===== config.mk =====
export PLATFORM = sky130hd
export DESIGN_NAME = fsk_jietiao
export DESIGN_NICKNAME = d
export VERILOG_FILES = /design/src/rtl/fsk_jietiao.sv
export SDC_FILE = /design/constraint.sdc
export NUM_CORES = 1
export LEC_CHECK = 0
export ABC_AREA = 1
export ABC_CLOCK_PERIOD_IN_PS = 1960
export CORE_ASPECT_RATIO = 1.2
export CORE_UTILIZATION = 55
export DETAILED_ROUTE_END_ITERATION = 12
export PLACE_DENSITY_LB_ADDON = 0.05
export SYNTH_ARGS = -nofsm -noshare
export SYNTH_HDL_FRONTEND = slang
export SYNTH_SLANG_ARGS = --single-unit

===== constraint.sdc =====
create_clock -name clk -period 1.96 [get_ports clk]
set_clock_uncertainty 0.15 [all_clocks]
set_input_delay 0.392 -clock clk [delete_from_list [all_inputs] [get_ports clk]]
set_output_delay 0.392 -clock clk [all_outputs]
set_load 0.05 [all_outputs]

===== src/rtl/fsk_jietiao.sv =====
// 2FSK demodulator: hysteresis comparator, per-window rising-crossing count, threshold decision, symbol clock.
// Optional build macro FSK_DEGLITCH_EN: comparator needs the raw condition on 2 consecutive samples.
module fsk_jietiao #(
  parameter int SYM_LEN = 2048,
  parameter int MID     = 1024,
  parameter int HYST    = 16,
  parameter int THRESH  = 24,
  parameter int POL     = 1,
  parameter int DATA_W  = 11
) (
  input  logic              clk,
  input  logic              rst,
  input  logic              enable,
  input  logic [DATA_W-1:0] din,
  output logic              code_out,
  output logic              code_valid,
  output logic              code_weak,
  output logic              clk1
);

  localparam int          CW    = $clog2(SYM_LEN);
  localparam logic [11:0] TH_HI = 12'(MID + HYST);
  localparam logic [11:0] TH_LO = (MID >= HYST) ? 12'(MID - HYST) : 12'd0;
  localparam logic        POL_B = 1'(POL);

  function automatic logic [CW-1:0] sat_inc(input logic [CW-1:0] v, input logic inc);
    if (inc && (v != {CW{1'b1}})) return v + CW'(1);
    return v;
  endfunction

  function automatic logic is_weak(input logic [CW-1:0] t);
    return (int'(t) >= THRESH - 1) && (int'(t) <= THRESH + 1);
  endfunction

  logic [11:0]   din_x;
  logic          raw_set, raw_clr, set_ok, clr_ok;
  logic          cmp_p0, cmp_p1;
  logic          x_p1;
  logic [CW-1:0] scnt, xcnt, tot;
  logic          hi;

  assign din_x   = 12'(din);
  assign raw_set = (din_x >= TH_HI);
  assign raw_clr = (din_x <= TH_LO);

`ifdef FSK_DEGLITCH_EN
  logic set_d, clr_d;

  always_ff @(posedge clk) begin
    if (rst) begin
      set_d <= 1'b0;
      clr_d <= 1'b0;
    end else begin
      set_d <= raw_set;
      clr_d <= raw_clr;
    end
  end

  assign set_ok = raw_set & set_d;
  assign clr_ok = raw_clr & clr_d;
`else
  assign set_ok = raw_set;
  assign clr_ok = raw_clr;
`endif

  // stage 0: comparator state (cmp_p0) and its one-cycle delay (cmp_p1)
  always_ff @(posedge clk) begin
    if (rst) begin
      cmp_p0 <= 1'b0;
      cmp_p1 <= 1'b0;
    end else begin
      if (set_ok)      cmp_p0 <= 1'b1;
      else if (clr_ok) cmp_p0 <= 1'b0;
      cmp_p1 <= cmp_p0;
    end
  end

  // crossing in the window-end cycle still belongs to the ending window
  assign x_p1 = cmp_p0 & ~cmp_p1 & enable;
  assign tot  = sat_inc(xcnt, x_p1);
  assign hi   = (int'(tot) >= THRESH);

  // stage 1: window counters, decision and symbol clock
  always_ff @(posedge clk) begin
    if (rst) begin
      scnt       <= '0;
      xcnt       <= '0;
      clk1       <= 1'b0;
      code_out   <= 1'b0;
      code_valid <= 1'b0;
      code_weak  <= 1'b0;
    end else begin
      code_valid <= 1'b0;
      if (enable) begin
        scnt <= scnt + CW'(1);
        clk1 <= (int'(scnt) >= SYM_LEN / 2);
        if (scnt == {CW{1'b1}}) begin
          code_out   <= hi ^ ~POL_B;
          code_weak  <= is_weak(tot);
          code_valid <= 1'b1;
          xcnt       <= '0;
        end else begin
          xcnt <= tot;
        end
      end
    end
  end

endmodule


* Word-level counts from Yosys, hierarchy flattened
Cells that the tools add are included.
Cells by class: add/subtract/negate cells 2, $lt $le $gt $ge 6, equal/unequal tests 2, multiplexer cells 7, bitwise logic cells 4, reductions and logical operators 5
Operators with widths (count):
- 11-bit two-way mux | 3
- 11-bit by 1-bit adder with 11-bit output, second input constant | 2
- 11-bit greater-or-equal comparator, second input constant | 2
- 11-bit by 5-bit greater-or-equal comparator with 1-bit output, second input constant | 2
- 11-bit == test, second input constant | 1
- 11-bit by 10-bit less-or-equal comparator with 1-bit output, second input constant | 1
- 11-bit by 5-bit less-or-equal comparator with 1-bit output, second input constant | 1
- 11-bit inequality test, second input constant | 1
- 1-bit two-way mux | 4
- 1-bit bitwise AND | 2
- 1-bit logical AND | 2
- 1-bit inverter | 2
- 2-bit AND reduction | 1
- 2-bit nonzero test | 1
- 2-bit OR reduction | 1
Storage, ports and cells: register bits after elaboration 28, input port bits 14, output and inout bits 4, word-level logic and storage cells 34

* Depth between registers and ports, before layout
Gate-level depths: netlist of run 1.
depth in word-level cells 8, depth in mapped cells 13, depth with buffers taken out 13

* Worst setup path after synthesis of run 1
OpenSTA, ideal clock, no wires.
kind register -> register, from reg xcnt[0], to reg code_weak, library setup time 119 ps, arrival 1524 ps, slack 166 ps, cell stages (with the launch flop) 12, buffers on the path 1, cells stage by stage dfxtp_1 > ha_1 > nand2_2 > nor2_4 > nand3_2 > buf_6 > nand3_1 > nand2_1 > nor2_1 > nand2_1 > nand3_1 > o21bai_1
On the way: word-level cells in the longest chain between the ends 6
RTL lines:
- from (decl) | line 39 | logic [CW-1:0] scnt, xcnt, tot;
- from (signal assigned) | line 103 | xcnt <= tot;
- branches (longest 3 deep; another with 11-bit by 1-bit adder with 11-bit output)
- 11-bit two-way mux (*) | line 28 | return v;
- 11-bit by 5-bit greater-or-equal comparator with 1-bit output or 11-bit by 5-bit less-or-equal comparator with 1-bit output (tied branches) | line 32 | return (int'(t) >= THRESH - 1) && (int'(t) <= THRESH + 1);
- 1-bit logical AND (*) | line 32
- to (signal assigned) | line 99 | code_weak <= is_weak(tot);
- to (decl) | line 17 | output logic code_weak,
Every way passes the cells marked *. The select of a mux whose other input is x is not followed. A chain may end at the register's enable or synchronous reset.

* Final worst setup path of run 1
Same ends and word-level chain as after synthesis.

==> flow_metrics.env, run 1 <==
export IMPL_cts_buffers=3
export IMPL_synthTopCellsByArea="dfxtp_1 35%, nand2_1 17%, inv_1 8.2%, nand3_1 7.5%, a21oi_1 6.8%"
export IMPL_final_util=0.772
export IMPL_max_stage_delay_ns=0.38
export IMPL_yosysUniqueCellTypes=28
export IMPL_power_mw=1.09
export IMPL_finish_instance_area_um2=2150
export IMPL_hold_path_class="primary input to flop"
export IMPL_syn_area_um2=1610
export IMPL_clk_latency_ns=0.34
export IMPL_cts_tree="yes"
export IMPL_ant_nets=0
export IMPL_arrival_ns=1.96
export IMPL_finalMaxSlewViolations=0
export IMPL_crit_required_ns=2.06
export IMPL_ios=18
export IMPL_irDropWorstVdd_v=0.000440
export IMPL_endpoint_kind="flop"
export IMPL_fmax_mhz=540
export IMPL_p_leak_nw=0.928
export IMPL_cellPowerDensity_nw_per_um2=506
export IMPL_avgSynthCellArea_um2=6.42
export IMPL_synth_common_cells="71 x nand2_1, 35 x inv_1, 28 x dfxtp_1"
export IMPL_p_comb_frac=0.111
export IMPL_final_hold_violation_count=0
export IMPL_numPortBuffers=17
export IMPL_routed_via_density=5.24
export IMPL_synth_top_area_frac=0.348
export IMPL_synth_most_common_cell="nand2_1"
export IMPL_finalCritPeriodShare=0.946
export IMPL_wl_mm=3.82
export IMPL_outcome="complete, no violations"
export IMPL_cts_buffer_depth=2
export IMPL_cts_reportedPaths_clkPinSlew_ns=0.16
export IMPL_area_growth_pct=33.5
export IMPL_dr_total_vias=1767
export IMPL_cp_slowest_cell="dfxtp_2"
export IMPL_grtUsageTotal=0.261
export IMPL_placed_cell_area_um2=2050
export IMPL_regArea_um2=563
export IMPL_dr_pass1_iters=4
export IMPL_cap_viol_max_count=0
export IMPL_setup_viol=0
export IMPL_cp_top_family="simple AND/OR/NAND/NOR gates"
export IMPL_diodes=0
export IMPL_multi_input_area_um2=905
export IMPL_path_buf_inv=1
export IMPL_core_um2=2790
export IMPL_syn_inst=251
export IMPL_dp_hpwl_mm=2.97
export IMPL_fill_cells=232
export IMPL_p_sw_uw=244
export IMPL_path_class="flop to flop"
export IMPL_drc=0
export IMPL_synth_edf_count=0
export IMPL_ctsHtreeMaxLevel=1
export IMPL_p_int_uw=845
export IMPL_antenna_found_initial=0
export IMPL_period_needed_ns=1.85
export IMPL_worst_slew_pin_slew_ns=0.394
export IMPL_path_max_fanout=7
export IMPL_wl_per_cell_um=11.3
export IMPL_grt_pass1_vias=1550
export IMPL_drive_gt1_frac=0.208
export IMPL_max_slew_margin=0.735
export IMPL_yosysWarnings=0
export IMPL_synth_seq_area_share=0.348
export IMPL_p_clk_frac=0.351
export IMPL_fin_nets=321
export IMPL_gp_congestion=0.900
export IMPL_clkSinkCount=28
export IMPL_start_kind="flop"
export IMPL_die_width_um=51.4
export IMPL_die_h_um=61.3
export IMPL_sw_frac_of_total=0.224
export IMPL_async_flop_share=0
export IMPL_instances_no_fill=337
export IMPL_root_buffer="clkbuf_4"
export IMPL_syn_num_nets=268
export IMPL_path_cells="ha_4 -> nand2_2 -> nor2_4 -> nand3_4 -> buf_4 -> nand3_1 -> nand2_1 -> nor2_2 -> nand2_1 -> nand3_1 -> o21bai_1"
export IMPL_dieArea_um2=3150
export IMPL_placedCellCount=332
export IMPL_row_count=21
export IMPL_drt_iter0_drc=35
export IMPL_ys_ff_latch=28
export IMPL_start_util=0.578
export IMPL_grt_max_degree=17
export IMPL_grt_overflow_total=0
export IMPL_p_seq_frac=0.538
export IMPL_grt_pass1_wl_mm=6.24
export IMPL_rsz0062_at_grt="yes"
export IMPL_dominantRegCellSynth="dfxtp_1"
export IMPL_synth_area_leader_cell="dfxtp_1"
-- metal layers --
metal  track usage  wire length, µm  vias to the layer above
li1              -                -                      919
met1         0.289             1640                      812
met2         0.510             2000                       31
met3        0.0247              119                        5
met4         0.100               55                        0
met5             0                0                        -
-- cell usage in the layout, fill, tap and decap left out, types with 3 or more instances in the layout --
cell             instances
a21oi_1                 22
buf_4                   40
clkbuf_4                 3
clkdlybuf4s50_1         12
dfxtp_1                 26
inv_1                   35
nand2_1                 71
nand2_2                  4
nand3_1                 23
nand4_1                  7
nor2_1                  17
nor2_2                   3
nor3_1                   6
o21ai_0                  6
-- final cells by class --
| cell class | count | share of cell area |
|---|---|---|
| Clock buffer | 3 | 0.0105 |
| Clock inverter | 1 | 0.0140 |
| Inverter | 38 | 0.0664 |
| Multi-Input combinational cell | 179 | 0.421 |
| Sequential cell | 28 | 0.262 |
| Tap cell | 34 | 0.0198 |
| Timing Repair Buffer | 54 | 0.207 |
-- per-stage QoR --
step                hold slack [ns]  TNS (ns)  worst slack (ns)
floorplan                     0.266         0             0.166
global placement              0.290     -1.62            -0.234
detailed placement            0.291     -2.00            -0.246
CTS                           0.310         0          0.000636
global route                  0.358   -0.0298           -0.0298
finish                        0.308         0             0.107
-- repair_timing --
action,CTS,global route
buffers inserted,0,1
gates resized for setup,1,10
hold buffers,0,0
endpoints found under the setup margin,2,5
gates cloned,0,0
pin swaps,0,4
-- final timing paths --
| kind | from | endpoint | slack (ns) | depth (start not counted) |
|---|---|---|---|---|
| setup reg to reg | xcnt[0] | code_weak | 0.11 | 11 |
| setup / recovery | xcnt[0] | code_weak | 0.11 | 11 |
| hold reg to reg | cmp_p0 | cmp_p1 | 0.32 | 2 |
| hold / removal | enable | scnt[2] | 0.31 | 3 |
-- worst register-to-register path, cell delays in order (launching register included) --
cell and delay, ns:
dfxtp_2 0.38, ha_4 0.15, nand2_2 0.07, nor2_4 0.16
nand3_4 0.13, buf_4 0.17, nand3_1 0.10, nand2_1 0.10
nor2_2 0.12, nand2_1 0.08, nand3_1 0.08, o21bai_1 0.07
-- state kept, by name, summed over array words and instances (netlist names) --
register	cells
clk1	1
cmp_p0	1
cmp_p1	1
code_out	1
code_valid	1
code_weak	1
scnt	11
xcnt	11
-- power by group through the flow --
stage	combinational (mW)	clock (mW)	sequential [mW]
2_1_floorplan	0.0531	0	0.600
3_3_place_gp	0.117	0	0.597
3_5_place_dp	0.119	0	0.597
4_1_cts	0.120	0.390	0.585
5_1_grt	0.134	0.404	0.587
6_report	0.121	0.382	0.585
-- cell families after synthesis --
| group | count (synthesis) | synth area share |
|---|---|---|
| and+or+nand+nor | 139 | 0.387 |
| adders and majority gates | 3 | 0.0233 |
| buffers and inverters | 44 | 0.112 |
| DFF | 28 | 0.348 |
| AOI/OAI and AO/OA | 36 | 0.124 |
| xor gates and xnor gates | 1 | 0.00544 |
Power figures use the tool's default switching activity.
==> run 2: changes to the inputs <==
SETUP_SLACK_MARGIN = 0.2   (was unset)
==> flow_metrics.env, run 2 (synthesized netlist as in run 1, its figures left out) <==
export IMPL_final_common_cell="nand2_1"
export IMPL_core_um2=2790
export IMPL_cp_endpoint="code_out"
export IMPL_crit_cells=11
export IMPL_timing_hold_ws_ns=0.323
export IMPL_finalMaxSlewViolations=0
export IMPL_grt_pass1_wl_mm=6.84
export IMPL_wl_per_cell_um=12.5
export IMPL_drive_gt1_frac=0.317
export IMPL_postCtsHoldBufs=0
export IMPL_r2r_slack_ns=0.14
export IMPL_hold_depth=2
export IMPL_p_seq_frac=0.576
export IMPL_p_sw_uw=258
export IMPL_grt_pass1_vias=1678
export IMPL_sw_frac_of_total=0.254
export IMPL_timing_rr_start="xcnt[1]"
export IMPL_row_count=21
export IMPL_cts_buffer_depth=2
export IMPL_cts_reportedPaths_clkPinSlew_ns=0.16
export IMPL_dieArea_um2=3150
export IMPL_final_cell_mix="62 x nand2_1, 48 x buf_4, 35 x inv_1"
export IMPL_max_stage_delay_ns=0.39
export IMPL_dp_hpwl_mm=3.05
export IMPL_cp_top_family="simple AND/OR/NAND/NOR gates"
export IMPL_routed_via_density=5.24
export IMPL_p_leak_nw=0.989
export IMPL_gp_congestion=0.933
export IMPL_dr_pass1_iters=4
export IMPL_final_hold_violation_count=0
export IMPL_dr_total_vias=1812
export IMPL_drt_iter0_drc=74
export IMPL_r2r_cells=11
export IMPL_path_class="flop to flop"
export IMPL_drc=0
export IMPL_antenna_found_initial=0
export IMPL_cts_tree="yes"
export IMPL_area_growth_pct=42.9
export IMPL_worst_slew_pin_slew_ns=0.291
export IMPL_finish_instance_area_um2=2300
export IMPL_cap_viol_max_count=0
export IMPL_setup_worst_path_start="xcnt[1]"
export IMPL_ant_nets=0
export IMPL_period_needed_ns=1.82
export IMPL_irDropWorstVdd_v=0.000436
export IMPL_fmax_mhz=548
export IMPL_path_max_fanout=4
export IMPL_root_buffer="clkbuf_4"
export IMPL_cts_buffers=3
export IMPL_grt_overflow_total=0
export IMPL_path_cells="ha_4 -> buf_4 -> nand3_2 -> nor2_4 -> nand4_1 -> nand2_2 -> nand2_2 -> nor2_2 -> nand3_1 -> nand2_1 -> inv_1"
export IMPL_start_kind="flop"
export IMPL_path_common_cell="nand2_2"
export IMPL_outcome="complete, no violations"
export IMPL_worst_slack_ns=0.135
export IMPL_wl_mm=4.34
export IMPL_clk_latency_ns=0.34
export IMPL_crit_required_ns=2.08
export IMPL_grtUsageTotal=0.287
export IMPL_power_mw=1.02
export IMPL_finalCritPeriodShare=0.931
export IMPL_p_clk_frac=0.293
export IMPL_fin_nets=330
export IMPL_die_h_um=61.3
export IMPL_endpoint_kind="flop"
export IMPL_die_width_um=51.4
export IMPL_ios=18
export IMPL_post_place_ws_ns=-0.292
export IMPL_clkSinkCount=28
export IMPL_reg2reg_to="code_out"
export IMPL_fill_cells=198
export IMPL_hold_path_class="flop to flop"
export IMPL_ctsHtreeMaxLevel=1
export IMPL_placed_cell_area_um2=2070
export IMPL_grt_max_degree=16
export IMPL_setup_viol=0
export IMPL_cellPowerDensity_nw_per_um2=442
export IMPL_path_buf_inv=2
export IMPL_p_comb_frac=0.132
export IMPL_diodes=0
export IMPL_numPortBuffers=17
export IMPL_p_int_uw=759
export IMPL_start_util=0.578
export IMPL_rsz0062_at_grt="yes"
export IMPL_max_slew_margin=0.805
export IMPL_top_regs="scnt x11, xcnt x11"
export IMPL_cp_slowest_cell="dfxtp_2"
export IMPL_arrival_ns=1.94
-- run 2: worst min-delay path by stage --
stage            start  endpoint  slack, ns
2_1_floorplan   cmp_p0    cmp_p1       0.27
3_3_place_gp    cmp_p0    cmp_p1       0.29
3_5_place_dp    cmp_p0    cmp_p1       0.29
4_1_cts        scnt[9]   scnt[9]       0.33
5_1_grt        scnt[9]   scnt[9]       0.34
6_report        cmp_p0    cmp_p1       0.32
-- run 2: stage by stage --
stage	utilization	setup TNS, ns	std cells
6_report	0.826	0	346
2_1_floorplan	-	0	251
4_1_cts	0.783	0	342
5_1_grt	0.826	0	346
3_3_place_gp	0.742	-1.28	334
3_5_place_dp	0.742	-1.78	334
-- run 2: layout make-up --
class | instances | area [µm²] | area share
Multi-Input combinational cell | 179 | 992 | 0.431
Timing Repair Buffer | 63 | 515 | 0.224
Sequential cell | 28 | 572 | 0.249
Tap cell | 34 | 42.5 | 0.0185
Inverter | 38 | 143 | 0.0620
Clock buffer | 4 | 36.3 | 0.0158
-- run 2: timing repair --
action                                 in CTS  in global routing
pin swaps                                   7                 14
endpoints found under the hold margin       0                  0
setup endpoints to repair                   8                 13
resized for setup                          11                 30
setup buffers                               4                  4
-- run 2: per-layer routing --
metal	vias up	track usage	share of wire
li1	935	-	-
met1	816	0.319	0.41
met2	48	0.547	0.52
met3	13	0.0370	0.042
met4	0	0.120	0.025
met5	-	0	0
-- run 2: power by group through the flow --
stage	combinational (mW)	sequential, mW	clock [mW]
after detailed placement	0.125	0.597	0
final	0.134	0.586	0.298
after global routing	0.148	0.587	0.322
after floorplan	0.0532	0.600	0
after CTS	0.127	0.585	0.292
after global placement	0.123	0.597	0
-- run 2: worst register-to-register path: stages (launching register included) --
cell,delay (ns)
dfxtp_2,0.39
ha_4,0.16
buf_4,0.12
nand3_2,0.09
nor2_4,0.15
nand4_1,0.17
nand2_2,0.11
nand2_2,0.06
nor2_2,0.13
nand3_1,0.10
nand2_1,0.09
inv_1,0.04
==> run 3: changes to the inputs <==
ABC_CLOCK_PERIOD_IN_PS = 2300   (was 1960)
CORE_UTILIZATION = 59   (was 55)
clock period = 2.3 ns   (was 1.96 ns; I/O delays follow)
==> flow_metrics.env, run 3 (synthesized netlist as in run 1, its figures left out) <==
export IMPL_finalMaxSlewViolations=0
export IMPL_p_int_uw=710
export IMPL_path_max_fanout=4
export IMPL_routed_via_density=5.26
export IMPL_worst_slack_ns=0.382
export IMPL_grt_pass1_wl_mm=6.15
export IMPL_crit_required_ns=2.42
export IMPL_finish_instance_area_um2=1910
export IMPL_fmax_mhz=521
export IMPL_grtUsageTotal=0.274
export IMPL_grt_max_degree=17
export IMPL_dr_total_vias=1624
export IMPL_final_hold_violation_count=0
export IMPL_ios=18
export IMPL_wl_per_cell_um=11.5
export IMPL_arrival_ns=2.04
export IMPL_core_um2=2550
export IMPL_cap_viol_max_count=0
export IMPL_p_seq_frac=0.542
export IMPL_wl_mm=3.55
export IMPL_post_cts_buffers=0
export IMPL_antenna_found_initial=0
export IMPL_row_count=20
export IMPL_dieArea_um2=2940
export IMPL_start_kind="flop"
export IMPL_dp_hpwl_mm=2.62
export IMPL_die_width_um=49.7
export IMPL_wl_met3_um=83
export IMPL_setup_viol=0
export IMPL_max_slew_margin=0.673
export IMPL_grt_overflow_total=0
export IMPL_p_leak_nw=0.799
export IMPL_clkSinkCount=28
export IMPL_diodes=0
export IMPL_grt_pass1_vias=1517
export IMPL_placed_cell_area_um2=1860
export IMPL_top_regs="scnt x11, xcnt x11"
export IMPL_outcome="complete, no violations"
export IMPL_final_cell_mix="71 x nand2_1, 35 x inv_1, 28 x dfxtp_1"
export IMPL_drt_iter0_drc=55
export IMPL_path_class="flop to flop"
export IMPL_clk_latency_ns=0.35
export IMPL_drt_met1_wl_mm=1.64
export IMPL_p_clk_frac=0.360
export IMPL_endpoint_kind="flop"
export IMPL_final_common_cell="nand2_1"
export IMPL_hold_path_class="flop to flop"
export IMPL_ant_nets=0
export IMPL_top_layer="met4"
export IMPL_p_comb_frac=0.098
export IMPL_gp_congestion=0.933
export IMPL_ctsHtreeMaxLevel=1
export IMPL_p_sw_uw=209
export IMPL_cts_buffers=3
export IMPL_drc=0
export IMPL_fin_nets=294
export IMPL_start_util=0.631
export IMPL_cts_tree="yes"
export IMPL_rsz0062_at_grt="no"
export IMPL_die_h_um=59.2
export IMPL_dr_pass1_iters=4
export IMPL_postCtsHoldBufs=0
export IMPL_cts_buffer_depth=2
export IMPL_finalCritPeriodShare=0.834
export IMPL_post_place_ws_ns=0.0809
export IMPL_dr_wl_met2_mm=1.75
export IMPL_drive_gt1_frac=0.0942
export IMPL_irDropWorstVdd_v=0.000362
export IMPL_worst_slew_pin_slew_ns=0.492
export IMPL_area_growth_pct=18.9
export IMPL_sw_frac_of_total=0.228
export IMPL_cts_resized_gates=4
export IMPL_period_needed_ns=1.92
export IMPL_tns_ns=0
export IMPL_cts_reportedPaths_clkPinSlew_ns=0.16
export IMPL_root_buffer="clkbuf_4"
export IMPL_cellPowerDensity_nw_per_um2=480
export IMPL_numPortBuffers=17
==> run 3: cell types whose count changed in the layout (fill, tap and decap cells not counted), sizes merged <==
| cell | before | now |
|---|---|---|
| buf | 50 | 10 |
| clkbuf | 4 | 3 |
| dlygate4sd2 | 1 | 4 |
| clkdlybuf4s50 | 12 | 13 |
| bufinv | 0 | 1 |
==> run 3: final cells by class <==
class	instances	area, µm²
inverter	38	143
multi-input combinational	179	877
clock buffer	3	22.5
tap	33	41.3
sequential	28	561
timing repair buffer	27	240
clock inverter	1	30.0
fill	220	638
==> run 3: worst paths after layout <==
| check | from | endpoint | slack, ns | depth (start not counted) |
|---|---|---|---|---|
| setup / recovery | xcnt[0] | code_out | 0.38 | 11 |
| hold / removal | cmp_p0 | cmp_p1 | 0.30 | 2 |
| setup reg to reg | xcnt[0] | code_out | 0.38 | 11 |
| hold reg to reg | cmp_p0 | cmp_p1 | 0.30 | 2 |
==> run 3: power groups by stage <==
stage	Clock, mW	Sequential [mW]	Combinational [mW]
after detailed placement	0	0.509	0.0892
after floorplan	0	0.511	0.0453
after CTS	0.336	0.498	0.0889
final	0.331	0.498	0.0899
after global placement	0	0.509	0.0880
after global routing	0.353	0.500	0.102
==> run 3: through the flow <==
stage | power (mW) | hold slack [ns] | utilization | std cells
2_1_floorplan | 0.556 | 0.266 | - | 251
3_3_place_gp | 0.597 | 0.281 | 0.728 | 305
3_5_place_dp | 0.598 | 0.286 | 0.728 | 305
4_1_cts | 0.924 | 0.307 | 0.747 | 309
5_1_grt | 0.954 | 0.343 | 0.750 | 309
6_report | 0.919 | 0.304 | 0.750 | 309
==> run 3: metal layers <==
| layer | vias up | track usage |
|---|---|---|
| li1 | 860 | - |
| met1 | 731 | 0.323 |
| met2 | 26 | 0.502 |
| met3 | 7 | 0.0308 |
| met4 | 0 | 0.110 |
| met5 | - | 0 |
==> run 3: critical path, cell delays in order (launching register included) <==
cell and delay (ns):
dfxtp_1 0.37, ha_1 0.19, buf_4 0.13, nand3_1 0.09, nor2_1 0.26, nand4_1 0.16, nand2_1 0.09, nand2_1 0.09
nor2_2 0.13, nand3_1 0.08, nand2_1 0.07, inv_1 0.03
